===== src/rtl/mcu_subsys_sram_arbiter.sv =====
// Two-master (CPU, GNSS DMA) to one-slave SRAM arbiter.
// Round-robin at transaction granularity, grant held until the SRAM
// completes. A watchdog terminates transactions the SRAM never answers.
//
//   state   | meaning
//   --------+-----------------------------------------------------------
//   IDLE    | no grant; arbitrate between pending requests
//   GNT_CPU | CPU owns the SRAM port until completion, abort or timeout
//   GNT_DMA | DMA owns the SRAM port until completion, abort or timeout
module mcu_subsys_sram_arbiter #(
  parameter int                ADDR_W         = 32,
  parameter int                DATA_W         = 32,
  parameter int                TIMEOUT_CYCLES = 64,
  parameter logic [DATA_W-1:0] TIMEOUT_RDATA  = 32'hDEAD_BEEF
) (
  input  logic                sys_clk,
  input  logic                rst_n,

  input  logic                cpu_mem_valid,
  output logic                cpu_mem_ready,
  input  logic [ADDR_W-1:0]   cpu_mem_addr,
  input  logic [DATA_W-1:0]   cpu_mem_wdata,
  input  logic [DATA_W/8-1:0] cpu_mem_wstrb,
  output logic [DATA_W-1:0]   cpu_mem_rdata,

  input  logic                dma_mem_valid,
  output logic                dma_mem_ready,
  input  logic [ADDR_W-1:0]   dma_mem_addr,
  input  logic [DATA_W-1:0]   dma_mem_wdata,
  input  logic [DATA_W/8-1:0] dma_mem_wstrb,
  output logic [DATA_W-1:0]   dma_mem_rdata,

  output logic                sram_mem_valid,
  input  logic                sram_mem_ready,
  output logic [ADDR_W-1:0]   sram_mem_addr,
  output logic [DATA_W-1:0]   sram_mem_wdata,
  output logic [DATA_W/8-1:0] sram_mem_wstrb,
  input  logic [DATA_W-1:0]   sram_mem_rdata,

  output logic                timeout_err,
  output logic [1:0]          grant_owner
);

  // Watchdog is a down-counter loaded on grant entry; terminal count 0
  // marks the TIMEOUT_CYCLES-th cycle spent in the grant state.
  localparam bit              WD_ON     = (TIMEOUT_CYCLES != 0);
  localparam int              WD_W      = (TIMEOUT_CYCLES > 1) ? $clog2(TIMEOUT_CYCLES) : 1;
  localparam int              WD_LOAD_I = (TIMEOUT_CYCLES > 0) ? TIMEOUT_CYCLES - 1 : 0;
  localparam logic [WD_W-1:0] WD_LOAD   = WD_LOAD_I[WD_W-1:0];

  typedef enum logic [1:0] {
    IDLE    = 2'b00,
    GNT_CPU = 2'b01,
    GNT_DMA = 2'b10
  } state_t;

  state_t          state;
  state_t          state_nxt;
  logic            last_dma;
  logic            last_dma_nxt;
  logic [WD_W-1:0] wd_cnt;
  logic [WD_W-1:0] wd_cnt_nxt;
  logic            wd_tc;

  assign wd_tc = WD_ON && (wd_cnt == '0);

  // State, round-robin pointer, watchdog and registered grant status.
  always_ff @(posedge sys_clk or negedge rst_n) begin
    if (!rst_n) begin
      state       <= IDLE;
      last_dma    <= 1'b1;
      wd_cnt      <= '0;
      grant_owner <= 2'b00;
    end else begin
      state       <= state_nxt;
      last_dma    <= last_dma_nxt;
      wd_cnt      <= wd_cnt_nxt;
      grant_owner <= 2'(state_nxt);
    end
  end

  // Arbitration, request muxing, completion forwarding and watchdog expiry.
  always_comb begin
    state_nxt      = state;
    last_dma_nxt   = last_dma;
    wd_cnt_nxt     = wd_cnt;
    sram_mem_valid = 1'b0;
    sram_mem_addr  = cpu_mem_addr;
    sram_mem_wdata = cpu_mem_wdata;
    sram_mem_wstrb = cpu_mem_wstrb;
    cpu_mem_ready  = 1'b0;
    cpu_mem_rdata  = '0;
    dma_mem_ready  = 1'b0;
    dma_mem_rdata  = '0;
    timeout_err    = 1'b0;

    case (state)
      IDLE: begin
        wd_cnt_nxt = WD_LOAD;
        if (cpu_mem_valid && dma_mem_valid) begin
          state_nxt = last_dma ? GNT_CPU : GNT_DMA;
        end else if (cpu_mem_valid) begin
          state_nxt = GNT_CPU;
        end else if (dma_mem_valid) begin
          state_nxt = GNT_DMA;
        end
      end

      GNT_CPU: begin
        sram_mem_valid = cpu_mem_valid;
        cpu_mem_rdata  = sram_mem_rdata;
        if (wd_cnt != '0) wd_cnt_nxt = wd_cnt - WD_W'(1);
        if (sram_mem_ready) begin
          cpu_mem_ready = 1'b1;
          state_nxt     = IDLE;
          last_dma_nxt  = 1'b0;
        end else if (!cpu_mem_valid) begin
          // abort: master withdrew, pointer left untouched
          state_nxt = IDLE;
        end else if (wd_tc) begin
          sram_mem_valid = 1'b0;
          cpu_mem_ready  = 1'b1;
          cpu_mem_rdata  = TIMEOUT_RDATA;
          timeout_err    = 1'b1;
          state_nxt      = IDLE;
          last_dma_nxt   = 1'b0;
        end
      end

      GNT_DMA: begin
        sram_mem_valid = dma_mem_valid;
        sram_mem_addr  = dma_mem_addr;
        sram_mem_wdata = dma_mem_wdata;
        sram_mem_wstrb = dma_mem_wstrb;
        dma_mem_rdata  = sram_mem_rdata;
        if (wd_cnt != '0) wd_cnt_nxt = wd_cnt - WD_W'(1);
        if (sram_mem_ready) begin
          dma_mem_ready = 1'b1;
          state_nxt     = IDLE;
          last_dma_nxt  = 1'b1;
        end else if (!dma_mem_valid) begin
          state_nxt = IDLE;
        end else if (wd_tc) begin
          sram_mem_valid = 1'b0;
          dma_mem_ready  = 1'b1;
          dma_mem_rdata  = TIMEOUT_RDATA;
          timeout_err    = 1'b1;
          state_nxt      = IDLE;
          last_dma_nxt   = 1'b1;
        end
      end

      default: begin
        state_nxt = IDLE;
      end
    endcase
  end

endmodule


===== config.mk =====
export PLATFORM = sky130hd
export DESIGN_NAME = mcu_subsys_sram_arbiter
export DESIGN_NICKNAME = d
export VERILOG_FILES = /design/src/rtl/mcu_subsys_sram_arbiter.sv
export SDC_FILE = /design/constraint.sdc
export NUM_CORES = 1
export LEC_CHECK = 0
export CAP_MARGIN = 20
export CORE_AREA = 2 2 121 123
export DETAILED_ROUTE_END_ITERATION = 16
export DIE_AREA = 0 0 123 125
export GPL_TIMING_DRIVEN = 1
export PLACE_DENSITY_LB_ADDON = 0.08
export SETUP_SLACK_MARGIN = 0.05
export SYNTH_ARGS = -nofsm -noshare
export SYNTH_HDL_FRONTEND = slang
export SYNTH_SLANG_ARGS = --single-unit

===== constraint.sdc =====
create_clock -name sys_clk -period 1.9 [get_ports sys_clk]
set_input_delay 0.38 -clock sys_clk [delete_from_list [all_inputs] [get_ports sys_clk]]
set_output_delay 0.38 -clock sys_clk [all_outputs]
set_load 0.05 [all_outputs]

==> results by group, run 1 <==
Synth
  • Prevailing post-synth register cell: dfrtp_1
  • Post-synthesis average cell area: 8.79 µm²
  • Synthesized flop and latch total: 9
  • Syn_nets: 411
  • Gate Count Post-Synth: 233
  • Yosys warnings: 0
  • Fraction of registers with async set/reset: 100%
  • Area contributors post-synth: mux2_2, o21a_1, dfrtp_1, and3_1, ha_1
  • Number of synthesized flops with an enable pin: 0
  • Synth cell types: 38
  • Commonest cells post-synth: mux2_2, o21a_1, and3_1
  • Post-synth top area share: 37.9%
  • Cell Area, Synth: about 0.0020 mm²
  • Post-synthesis sequential area ratio: between 10% and 20%
  • Leading area contributor after synthesis: mux2_2
  • Count leader, synth: mux2_2

Status
  • Status: finished with violations
  • Failing checks: setup timing

Place
  • Final GP Congestion: ~0.83
  • Buffers on Ports: 310
  • Setup WS pre-CTS: -308 ps
  • DP Area: around 0.0065 mm²
  • HPWL after detailed placement: 12.3 mm

Critical path
  • Crit start category: flip-flop
  • CP endpoint kind: output pin
  • Critical path required time: roughly 1500 ps
  • CP Class: reg -> out
  • Worst-path maximum fanout: 12
  • CP Buf/Inv Count: 3
  • Worst path max stage delay: 380 ps
  • CP top delay family: simple AND/OR/NAND/NOR gates
  • Crit-path slowest cell: dfrtp_1
  • CP cell instances: inv_2 -> ha_4 -> nor4b_4 -> and3_4 -> clkbuf_16 -> o21a_4 -> buf_12
  • Crit path DAT: 1860 ps

Detailed routing
  • DR iter-0 viols: 66
  • Post-DR wirelength/cell: ~21 µm
  • Vias per cell: about 4.4
  • DRT Pass-1 Iters: 4
  • Residual DRC count: 0
  • Antenna Violating Nets Remaining: 0
  • Via count: roughly 3400
  • Final WL: 15.9 mm

Timing
  • Final period utilization: 118%
  • Final-report setup violation count: about 140
  • Setup TNS: -32180 ps
  • Worst-margin pin slew: 438 ps
  • Final WS setup: -341 ps
  • Unrepaired setup endpoints after global routing: true
  • Max transition margin: 70.7%
  • Hold Violations, Final: 0
  • Layout Skew: 2.34 ps
  • Fin crit period: 2240 ps
  • Final max-slew violation count: 0
  • FMAX: ~450 MHz

Flow run
  • Max cap viols: 0

Global routing
  • First-pass GRT wire length: between 20 and 25 mm
  • Pin count of the biggest net entering global routing: 36
  • Initial antenna violation count: 0
  • Vias in the first global route: around 3500
  • All-Layer GR Usage: 19.0%
  • Grt ovf: 0

Cells and area
  • Final Net Count: 760
  • Fill cell count: between 1000 and 1500
  • Area delta synth->final: 287%
  • Design Area, Final: 0.00793 mm²
  • Final core utilization: ~56%
  • Layout cells sized above 1: 62.1%

Die
  • I/O pins: about 310
  • Total core area: roughly 0.014 mm²
  • Die ar.: 0.0154 mm²
  • Chip width: 123 µm
  • Core Rows: 44
  • Die height: between 100 and 150 µm
  • Initial cell density of the core: 14.4%

Power and ir drop
  • Total power: 11.2 mW
  • Static leakage: 3.26 nW
  • VDD IR max: 0.940 mV
  • PwrDens: 1410 mW/mm²

Clock tree
  • Hold-fix buffers, CTS: 0
  • Worst-skew pair later-pin latency: 240 ps
  • Number of H-tree levels: 1
  • CTS tree: built
  • Clk slew on worst S/H paths: 40 ps
  • CTS Buf Count: 3
  • CTS max path bufs: 2
  • Clk root buf: clkbuf_16
  • Clock tree sinks: 9

Hold path
  • Worst Hold Class: in -> async
==> timing repair <==
item,CTS,global route
cloned,8,4
pin swaps,24,8
buffers inserted,16,6
gates resized for setup,170,87
endpoints found under the setup margin,143,142
==> worst paths after layout <==
check | from | endpoint | slack, ps | depth (start not counted)
min reg2reg | wd_cnt[1] | wd_cnt[1] | 610 | 2
max reg2reg | wd_cnt[0] | state[1] | -120 | 8
max | wd_cnt[0] | cpu_mem_rdata[6] | -340 | 7
min in group sys_clk | wd_cnt[1] | wd_cnt[1] | 610 | 2
max in group asynchronous | rst_n | last_dma | 1110 | 1
min | rst_n | state[1] | 450 | 1
==> worst register-to-register path, cell delays in order, from the launching register on <==
cell	delay (ps)
dfrtp_1	380
inv_2	80
ha_4	140
buf_4	100
or4b_4	490
buf_6	140
buf_6	120
o211a_1	220
a22o_1	230
==> flip-flops by register name, indices dropped and copies added, names as in the netlist <==
register	count
wd_cnt	6
state	2
last_dma	1
==> routing by layer <==
layer  up-vias  track usage, %  part of all wire [%]
li1       1567               -                     -
met1      1612            20.3                    36
met5         -               0                     0
met3        19            5.89                   9.1
met2       179            35.1                    52
met4         0            5.75                   2.9
==> metrics by stage <==
step | hold slack [ps] | cells
global route | 503 | 765
CTS | 478 | 762
finish | 455 | 766
detailed placement | 599 | 736
global placement | 594 | 736
floorplan | 84.4 | 233
==> cells in the final DEF (no fill, tap or decap), types with 6 or more instances in the layout <==
cell type        synthesis  layout
and3_4                   0      18
clkdlybuf4s50_1          0     170
dfrtp_1                  8       6
o21a_4                   0      48
buf_8                    0      66
buf_12                   0      73
buf_6                    4      20
mux2_4                   0      68
clkbuf_16                0       7
buf_4                    2      31
==> kinds of logic (layout without fill, tap and decap cells) <==
kind of cell             Yosys count  in the layout  share of synthesized area (%)
AO/OA/AOI/OAI                     71             71                           25.7
adder cells (fa/ha/maj)            5              5                           3.05
buffers and inverters             33            381                           8.12
flip-flops                         9              9                           11.1
multiplexers                      69             69                           37.9
other                              0              1                              0
AND/OR/NAND/NOR                   46             46                           14.1
==> area by class of cell <==
cell class                 instances  area (µm²)  share of cell area (%)
antenna                            1        2.50                  0.0316
inverter                           7        26.3                   0.331
sequential                         9         229                    2.89
multi-input combinational        191        2520                    31.8
timing repair buffer             370        4840                    61.1
tap                              184         230                    2.90
clock buffer                       4        78.8                   0.994
==> report_power, final <==
| part | switching (mW) | internal (mW) |
|---|---|---|
| clock network | 0.0961 | 0.281 |
| logic | 5.23 | 5.26 |
| registers | 0.0564 | 0.266 |
Note: power is estimated with default switching activity, not from simulation.
==> inputs of run 2 (changes only) <==
SLEW_MARGIN = 20   (was unset)
==> results of run 2 <==
No change in the layout: final DEF, timing and power equal those of run 1.
==> inputs of run 3 (changes only) <==
GPL_TIMING_DRIVEN = unset   (was 1)
RECOVER_POWER = 25   (was unset)
==> run 3 against run 2 <==
  * The flow still finishes with violations (setup timing)
  * Global-route usage unchanged
  * Via count unchanged
  * Worst hold slack better by 70 ps
  * First-iteration DRC count unchanged
  * Clock skew unchanged
  * Highest routed layer unchanged
  * Critical endpoint unchanged
  * Combinational power about the same
  * Setup slack unchanged
  * Power about the same
  * Clock power about the same
  * Core utilization unchanged
  * Critical path type unchanged
  * Fmax unchanged
  * Register-to-register slack about the same
==> results by group, run 3 (synthesized netlist as in run 1, its figures left out) <==
Critical path
  • Critical path required time: 1520 ps
  • Crit path DAT: 1860 ps
  • Reg2Reg Setup Slack: -120 ps
  • CP endpoint kind: output pin
  • Worst-path maximum fanout: 12
  • CP Class: reg -> out
  • Crit start category: flip-flop
  • Reg2reg path depth: 8

Cells and area
  • Final core utilization: 55.8%
  • Fill cell count: 1211
  • Max FFs per register: 6
  • Most flop-heavy register: wd_cnt
  • Final Net Count: 760
  • Biggest registers after layout: wd_cnt x6, state x2, last_dma x1
  • FF/Latch Area: between 200 and 250 µm²
  • Layout cells sized above 1: between 60% and 70%
  • Commonest non-fill, non-tap cell in the layout: clkdlybuf4s50_1
  • Leading cell types in the layout, fill and taps excluded: clkdlybuf4s50_1, buf_12, mux2_4, buf_8, o21a_4
  • Area taken by multi-input logic gates: between 0.002 and 0.003 mm²
  • Area delta synth->final: 287%

Place
  • Final GP Congestion: 0.828
  • HPWL after detailed placement: 12.3 mm
  • Buffers on Ports: 310
  • Setup WS pre-CTS: -308 ps

Timing
  • FMAX: 446 MHz
  • Final max-slew violation count: 0
  • Worst hold margin: ~520 ps
  • Unrepaired setup endpoints after global routing: true
  • Worst-margin pin slew: 443 ps
  • Final period utilization: 118%
  • Final-report setup violation count: approximately 140
  • Final WS setup: -341 ps
  • Layout Skew: approximately 2.3 ps
  • Hold Violations, Final: 0
  • Max transition margin: 70.4%
  • Fin crit period: 2240 ps

Clock tree
  • Hold-fix buffers, CTS: 0
  • CTS Buf Count: 3
  • Clk root buf: clkbuf_16
  • Clock tree sinks: 9
  • Clk slew on worst S/H paths: 40 ps
  • Number of H-tree levels: 1
  • Worst-skew pair later-pin latency: 240 ps
  • CTS max path bufs: 2
  • CTS tree: built

Detailed routing
  • Vias per cell: 4.41
  • DRT Pass-1 Iters: 4
  • Via count: 3377
  • Post-DR wirelength/cell: 20.8 µm
  • DR iter-0 viols: 66
  • Antenna Violating Nets Remaining: 0
  • Final WL: 15.9 mm
  • Residual DRC count: 0

Global routing
  • Pin count of the biggest net entering global routing: 36
  • All-Layer GR Usage: 19.0%
  • Vias in the first global route: 3547
  • Grt ovf: 0
  • First-pass GRT wire length: 21.9 mm
  • Initial antenna violation count: 0

Die
  • Core Rows: 44
  • Die height: 125 µm
  • Chip width: 123 µm
  • Initial cell density of the core: 14.4%
  • Total core area: 0.0142 mm²
  • Die ar.: 0.0154 mm²
  • I/O pins: 311

Status
  • Status: finished with violations
  • Failing checks: setup timing

Power and ir drop
  • Static leakage: 3.26 nW
  • PwrDens: 1410 mW/mm²
  • VDD IR max: roughly 0.94 mV

Flow run
  • Max cap viols: 0

Hold path
  • Worst Hold Class: in -> async
-- run 3: cell count changes in the layout (fill, tap and decap cells not counted), sizes merged --
cell	delta
clkdlybuf4s50	-1
dlygate4sd3	+1
-- run 3: power by group --
group	switching (mW)	internal [mW]
clock	0.0961	0.281
combinational	5.23	5.26
sequential	0.0564	0.266
-- run 3: metal layers --
metal	routed length, µm	track usage [%]	up-vias
met2	8340	35.1	179
met3	1440	5.89	19
met1	5660	20.3	1612
met5	0	0	-
met4	466	5.75	0
li1	-	-	1567
-- run 3: final timing paths --
path,endpoint,start
worst max-delay path,cpu_mem_rdata[6],wd_cnt[0]
worst max register to register,state[1],wd_cnt[0]
min in group sys_clk,wd_cnt[1],wd_cnt[1]
worst min register to register,wd_cnt[1],wd_cnt[1]
worst min-delay path,state[1],rst_n
max in group asynchronous,last_dma,rst_n
-- run 3: timing repair --
item | in CTS | in global routing
gates cloned | 8 | 4
gates resized for setup | 170 | 87
setup endpoints to repair | 143 | 142
buffers inserted | 16 | 6
pin swaps | 24 | 8
-- run 3: area by class of cell --
cell class | instances | share of cell area [%]
Antenna cell | 1 | 0.0316
Clock buffer | 4 | 0.994
Tap cell | 184 | 2.90
Multi-Input combinational cell | 191 | 31.8
Inverter | 7 | 0.331
Sequential cell | 9 | 2.89
Timing Repair Buffer | 370 | 61.1
-- run 3: worst max-delay path, stage by stage (launching register included) --
cell and delay, ps:
dfrtp_1 380, inv_2 80, ha_4 140, nor4b_4 280, and3_4 280, clkbuf_16 190, o21a_4 140, buf_12 130
-- run 3: stage by stage --
stage	cells	cell area (µm²)	TNS [ps]	power (mW)
2_1_floorplan	233	2640	-19900	5.50
3_3_place_gp	736	6480	-18850	8.76
3_5_place_dp	736	6480	-17710	8.78
4_1_cts	762	7600	-36650	10.8
5_1_grt	765	7930	-40980	11.6
6_report	766	7930	-32180	11.2
==> RTL change 1: new RTL, flow settings as in run 1 <==
`TIMEOUT_RDATA`: 32'hDEAD_BEEF -> 32'h80000000.
--- a/src/rtl/mcu_subsys_sram_arbiter.sv
+++ b/src/rtl/mcu_subsys_sram_arbiter.sv
@@ -13,3 +13,3 @@
   parameter int                TIMEOUT_CYCLES = 64,
-  parameter logic [DATA_W-1:0] TIMEOUT_RDATA  = 32'hDEAD_BEEF
+  parameter logic [DATA_W-1:0] TIMEOUT_RDATA  = 32'h80000000
 ) (
Behaviour: no difference found for any inputs over 4 cycles, from zero or initial values and one cycle with rst_n low; that may be too few to reach the edited logic, so the function may still have changed.
==> RTL change 1 against run 1 <==
  * The flow still finishes with violations (negative setup slack)
  * Cell area shrank 5.2%
  * Sequential cell count is the same
  * Die area is the same
  * Count of clock-buffer cells in the layout is the same
  * Sequential power grew 4%
  * Area after synthesis shrank 5.7%
  * Sequential share of layout area grew 0.16 points
  * Setup slack lost 0.068 ns
  * Critical path depth grew 1
  * Power shrank 6.1%
  * Routed wire length grew 0.18%
  * Largest cell class unchanged
  * Highest routed layer is now met5
==> RTL change 1: results (changes against run 1) <==
The run finished, with violations left. The final reports fail on negative setup slack. The global-route total usage across every layer is 19.0% (-0.029 points). The cell area reported after detailed placement came out at 0.00619 mm^2 (-4.5%). The fraction of met3 tracks used by global routing is 4.65% (-1.2 points). The total met3 wirelength after detailed routing is 1240 um (-14%). The wire length of the first global-routing pass came to 21900 um (-0.25%).

The routed wire length came out at 15900 um (+0.18%). The half-perimeter wire length after placement came out at 12000 um (-2.2%). The number of global-route vias before repair came to 3450 (-2.7%).

The average wire per cell in the routed design came out at 20.7 um (-0.34%). By count the netlist is led by 68 x sky130_fd_sc_hd__mux2_2, 62 x sky130_fd_sc_hd__and3_1, 15 x sky130_fd_sc_hd__clkbuf_1. The initial antenna violation count came out at 2 (+2).

The adder-cell share of the synthesized area is 3.24% (+0.18 points). The met2 routing resource usage after global routing came out at 36.8% (+1.7 points). The starting DRC count in detailed routing is 57 (-14%). The worst clock skew is 0.00124 ns (-0.00110 ns). The largest net degree at the start of global routing came to 33 (-8.3%). The maximum ir drop on the vdd rail came out at 882 uV (-6.2%). The multiplexer share of the synthesized area was 39.6% (+1.7 points). The mean number of vias per cell is 4.24 (-3.9%). The final number of setup-violating endpoints came out at 136 (-1.4%). The post-synthesis net count is 404 (-1.7%). The share of synthesized area occupied by flip-flops and latches is 11.7% (+0.67 points). The worst-case setup margin in the final layout is -0.409 ns (-0.0675 ns). The synthesized-area fraction occupied by ao, oa, aoi and oai cells came to 10.6% (-15 points).
==> RTL change 1: cell types whose count changed after synthesis, sizes merged, moves of 2 or more <==
cell    change
o21a       -48
buf         -4
nand2b      -3
o31ai       +2
a211o       +2
or4         -2
nor4        -2
o21ai       -3
a21oi       +2
nand4       +2
and3       +44
a21boi      +3
==> RTL change 1: what timing repair did <==
action	4_1_cts	5_1_grt
resized for setup	137	63
endpoints found under the setup margin	136	137
pin swaps	2	40
buffers inserted	20	12
cloned	13	4
==> RTL change 1: area by class of cell <==
cell class / instances / area share (%)
Inverter: 7 / 0.383
Sequential cell: 9 / 3.05
Tap cell: 184 / 3.06
Clock buffer: 4 / 1.05
Timing Repair Buffer: 379 / 62.2
Multi-Input combinational cell: 187 / 30.3
==> RTL change 1: final timing paths <==
kind | startpoint | to | slack [ns] | depth (start not counted)
worst max-delay path | wd_cnt[0] | cpu_mem_rdata[30] | -0.41 | 8
worst min-delay path | rst_n | wd_cnt[1] | 0.46 | 1
max in group asynchronous | rst_n | last_dma | 1.10 | 1
worst max register to register | state[0] | wd_cnt[5] | 0.03 | 6
min in group sys_clk | wd_cnt[4] | wd_cnt[4] | 0.66 | 2
worst min register to register | wd_cnt[4] | wd_cnt[4] | 0.66 | 2
==> RTL change 1: per-stage QoR <==
stage	utilization, %	TNS, ns	setup WS (ns)	power [mW]
detailed placement	43.6	-13.54	-0.256	8.40
global placement	43.6	-11.73	-0.220	8.41
floorplan	-	-10.73	-0.199	5.74
finish	52.9	-34.27	-0.409	10.5
global route	52.9	-44.34	-0.531	10.9
CTS	51.4	-37.71	-0.452	10.5
==> RTL change 2: new RTL, flow settings as in run 1 <==
Without the edit above. Put a register stage on the output `timeout_err`, cleared by the reset. The value now appears one clock later. The other outputs are not delayed to match.
--- a/src/rtl/mcu_subsys_sram_arbiter.sv
+++ b/src/rtl/mcu_subsys_sram_arbiter.sv
@@ -56,2 +56,4 @@
 
+  logic timeout_err_d;
+
   state_t          state;
@@ -94,3 +96,3 @@
     dma_mem_rdata  = '0;
-    timeout_err    = 1'b0;
+    timeout_err_d  = 1'b0;
 
@@ -123,3 +125,3 @@
           cpu_mem_rdata  = TIMEOUT_RDATA;
-          timeout_err    = 1'b1;
+          timeout_err_d  = 1'b1;
           state_nxt      = IDLE;
@@ -146,3 +148,3 @@
           dma_mem_rdata  = TIMEOUT_RDATA;
-          timeout_err    = 1'b1;
+          timeout_err_d  = 1'b1;
           state_nxt      = IDLE;
@@ -158,2 +160,10 @@
 
+  always_ff @(posedge sys_clk or negedge rst_n) begin
+    if (!rst_n) begin
+      timeout_err <= '0;
+    end else begin
+      timeout_err <= timeout_err_d;
+    end
+  end
+
 endmodule
Function: same outputs for any inputs over 4 cycles, from zero or initial values and one cycle with rst_n low; that may be too few to reach the edited logic, so the function may still have changed.
==> RTL change 2 against run 1 <==
  * The run still ends with negative setup slack left
  * Power is 2.9% higher
  * Via count is 1.1% higher
  * Routed wire length rose by 5.8%
  * Critical path depth down 1
  * Die area is the same
  * Cell area grew 2.4%
  * Area after synthesis is 0.43% lower
  * Sequential cell count increased by 1
  * Setup slack improved by 0.014 ns
==> RTL change 2: results (changes against run 1) <==
The flow ran to the end, but the final reports show violations. The final reports fail on negative setup slack. The leakage power summed over all cells is 3.40 nW (+4.3%). The largest incremental delay on the critical path is 0.49 ns (+0.11 ns).

The largest individual stage delay along the critical path comes from the cell sky130_fd_sc_hd__a22oi_1. The ratio of cells with drive above 1 in the final layout is 63.3% (+1.1 points). The wire length of the first global-routing pass came out at 23400 um (+6.6%). The actual transition at the worst max-transition pin came out at 0.579 ns (+0.141 ns).

The worst clock skew came to 0.000456 ns (-0.00189 ns). In the synthesized netlist, the cells that appear most often are 65 x sky130_fd_sc_hd__mux2_2, 48 x sky130_fd_sc_hd__o21a_1, 18 x sky130_fd_sc_hd__and3_1. The routed wire length is 16800 um (+5.8%). The average instance area after synthesis came to 8.79 um^2 (about the same). The arrival time of the worst setup path came out at about 1.9 ns. The fraction of met3 tracks used by global routing is 7.85% (+2.0 points). The multi-input logic portion of the cell area came to 30.8% (-0.97 points). By area the synthesized netlist is led by sky130_fd_sc_hd__mux2_2 36%, sky130_fd_sc_hd__o21a_1 18%, sky130_fd_sc_hd__dfrtp_1 11%, sky130_fd_sc_hd__and3_1 5.5%, sky130_fd_sc_hd__ha_1 3.1%. The largest registers in the layout are wd_cnt: 6 flops, state: 2 flops. The final number of setup-violating endpoints came to 137 (-0.72%).

The fill cell total of the finished layout came out at 1163 (-4.0%). The maximum ir drop on the vdd rail is 898 uV (-4.5%). The final antenna diode count was 0 (-1).

The post-synthesis net count came to 410 (-0.24%). The final-layout clock-cell area share was 1.09% (+0.10 points). The mean number of vias per cell is 4.36 (-1.1%). The routed length on met2 came out at 8390 um (+0.65%). The number of standard cells in the final layout excluding fillers came out at 783 (+2.2%). The synthesized-area fraction occupied by ao, oa, aoi and oai cells came out at 26.2% (+0.48 points). The area share of buffers outside the clock network is 61.8% (+0.75 points).

The count of multi-input gates is 190 (-0.52%). The share of synthesized area occupied by flip-flops and latches is 12.3% (+1.3 points). The worst-case setup margin in the final layout is -0.328 ns (+0.0137 ns).

The half-perimeter wire length after placement is 12200 um (-0.59%). The largest net degree at the start of global routing was 18 (-50%). The adder-cell share of the synthesized area was 3.07% (+0.013 points). The post-synthesis cell type count came to 41 (+7.9%). The wire length on met1 is 6370 um (+12%).

The starting DRC count in detailed routing came out at 70 (+6.1%). The total placed cells including tap cells came to 734 (-0.27%). The non-clock inverter total of the final layout is 6 (-1). The worst hold slack came out at 0.483 ns (+0.0286 ns). The global-route total usage across every layer came out at 20.4% (+1.4 points).

The met2 routing resource usage after global routing came to 37.5% (+2.4 points). The cell class contributing the biggest share of worst-path delay is compound AO/OA/AOI/OAI gates. The number of flip-flops and latches in the synthesized netlist is 10 (+1). The multiplexer share of the synthesized area is 38.0% (+0.10 points). The number of global-route vias before repair is 3680 (+3.7%).
-- RTL change 2: cell types whose count changed after synthesis, sizes merged, moves of 2 or more --
cell,before,now
clkbuf,14,10
buf,12,16
a31oi,3,1
nand2b,3,0
nand2,4,6
or4,2,0
a21oi,3,5
-- RTL change 2: repair_timing --
| action | 4_1_cts | 5_1_grt |
|---|---|---|
| hold buffers | 0 | 0 |
| setup buffers | 25 | 8 |
| pin swaps | 7 | 10 |
| gates resized for setup | 127 | 20 |
| endpoints found under the hold margin | 0 | 0 |
| cloned | 13 | 3 |
| endpoints found under the setup margin | 135 | 138 |
-- RTL change 2: report_power, final --
group          switching, mW  internal [mW]
clock network          0.104          0.317
logic                   5.29           5.46
registers             0.0572          0.284
-- RTL change 2: worst paths after layout --
kind,start,endpoint,cells after the start
setup / recovery,state[1],sram_mem_valid,6
hold reg to reg,last_dma,last_dma,2
hold / removal,rst_n,state[1],1
max in group asynchronous,rst_n,state[0],1
min in group sys_clk,last_dma,last_dma,2
setup reg to reg,state[1],state[0],7
-- RTL change 2: stage by stage --
| step | worst slack [ns] | area, um^2 | setup TNS [ns] | power (mW) |
|---|---|---|---|---|
| 2_1_floorplan | -0.119 | 2940 | -8.21 | 6.05 |
| 3_3_place_gp | -0.473 | 6810 | -29.09 | 9.19 |
| 3_5_place_dp | -0.490 | 6810 | -29.89 | 9.22 |
| 4_1_cts | -0.295 | 7930 | -28.82 | 11.4 |
| 5_1_grt | -0.392 | 8120 | -38.85 | 11.9 |
| 6_report | -0.328 | 8120 | -30.17 | 11.5 |
-- RTL change 2: logic make-up after synthesis --
group,after synthesis
flops,10
fa+ha+maj,5
mux,69
compound gates,72
simple gates,44
buf+inv,32
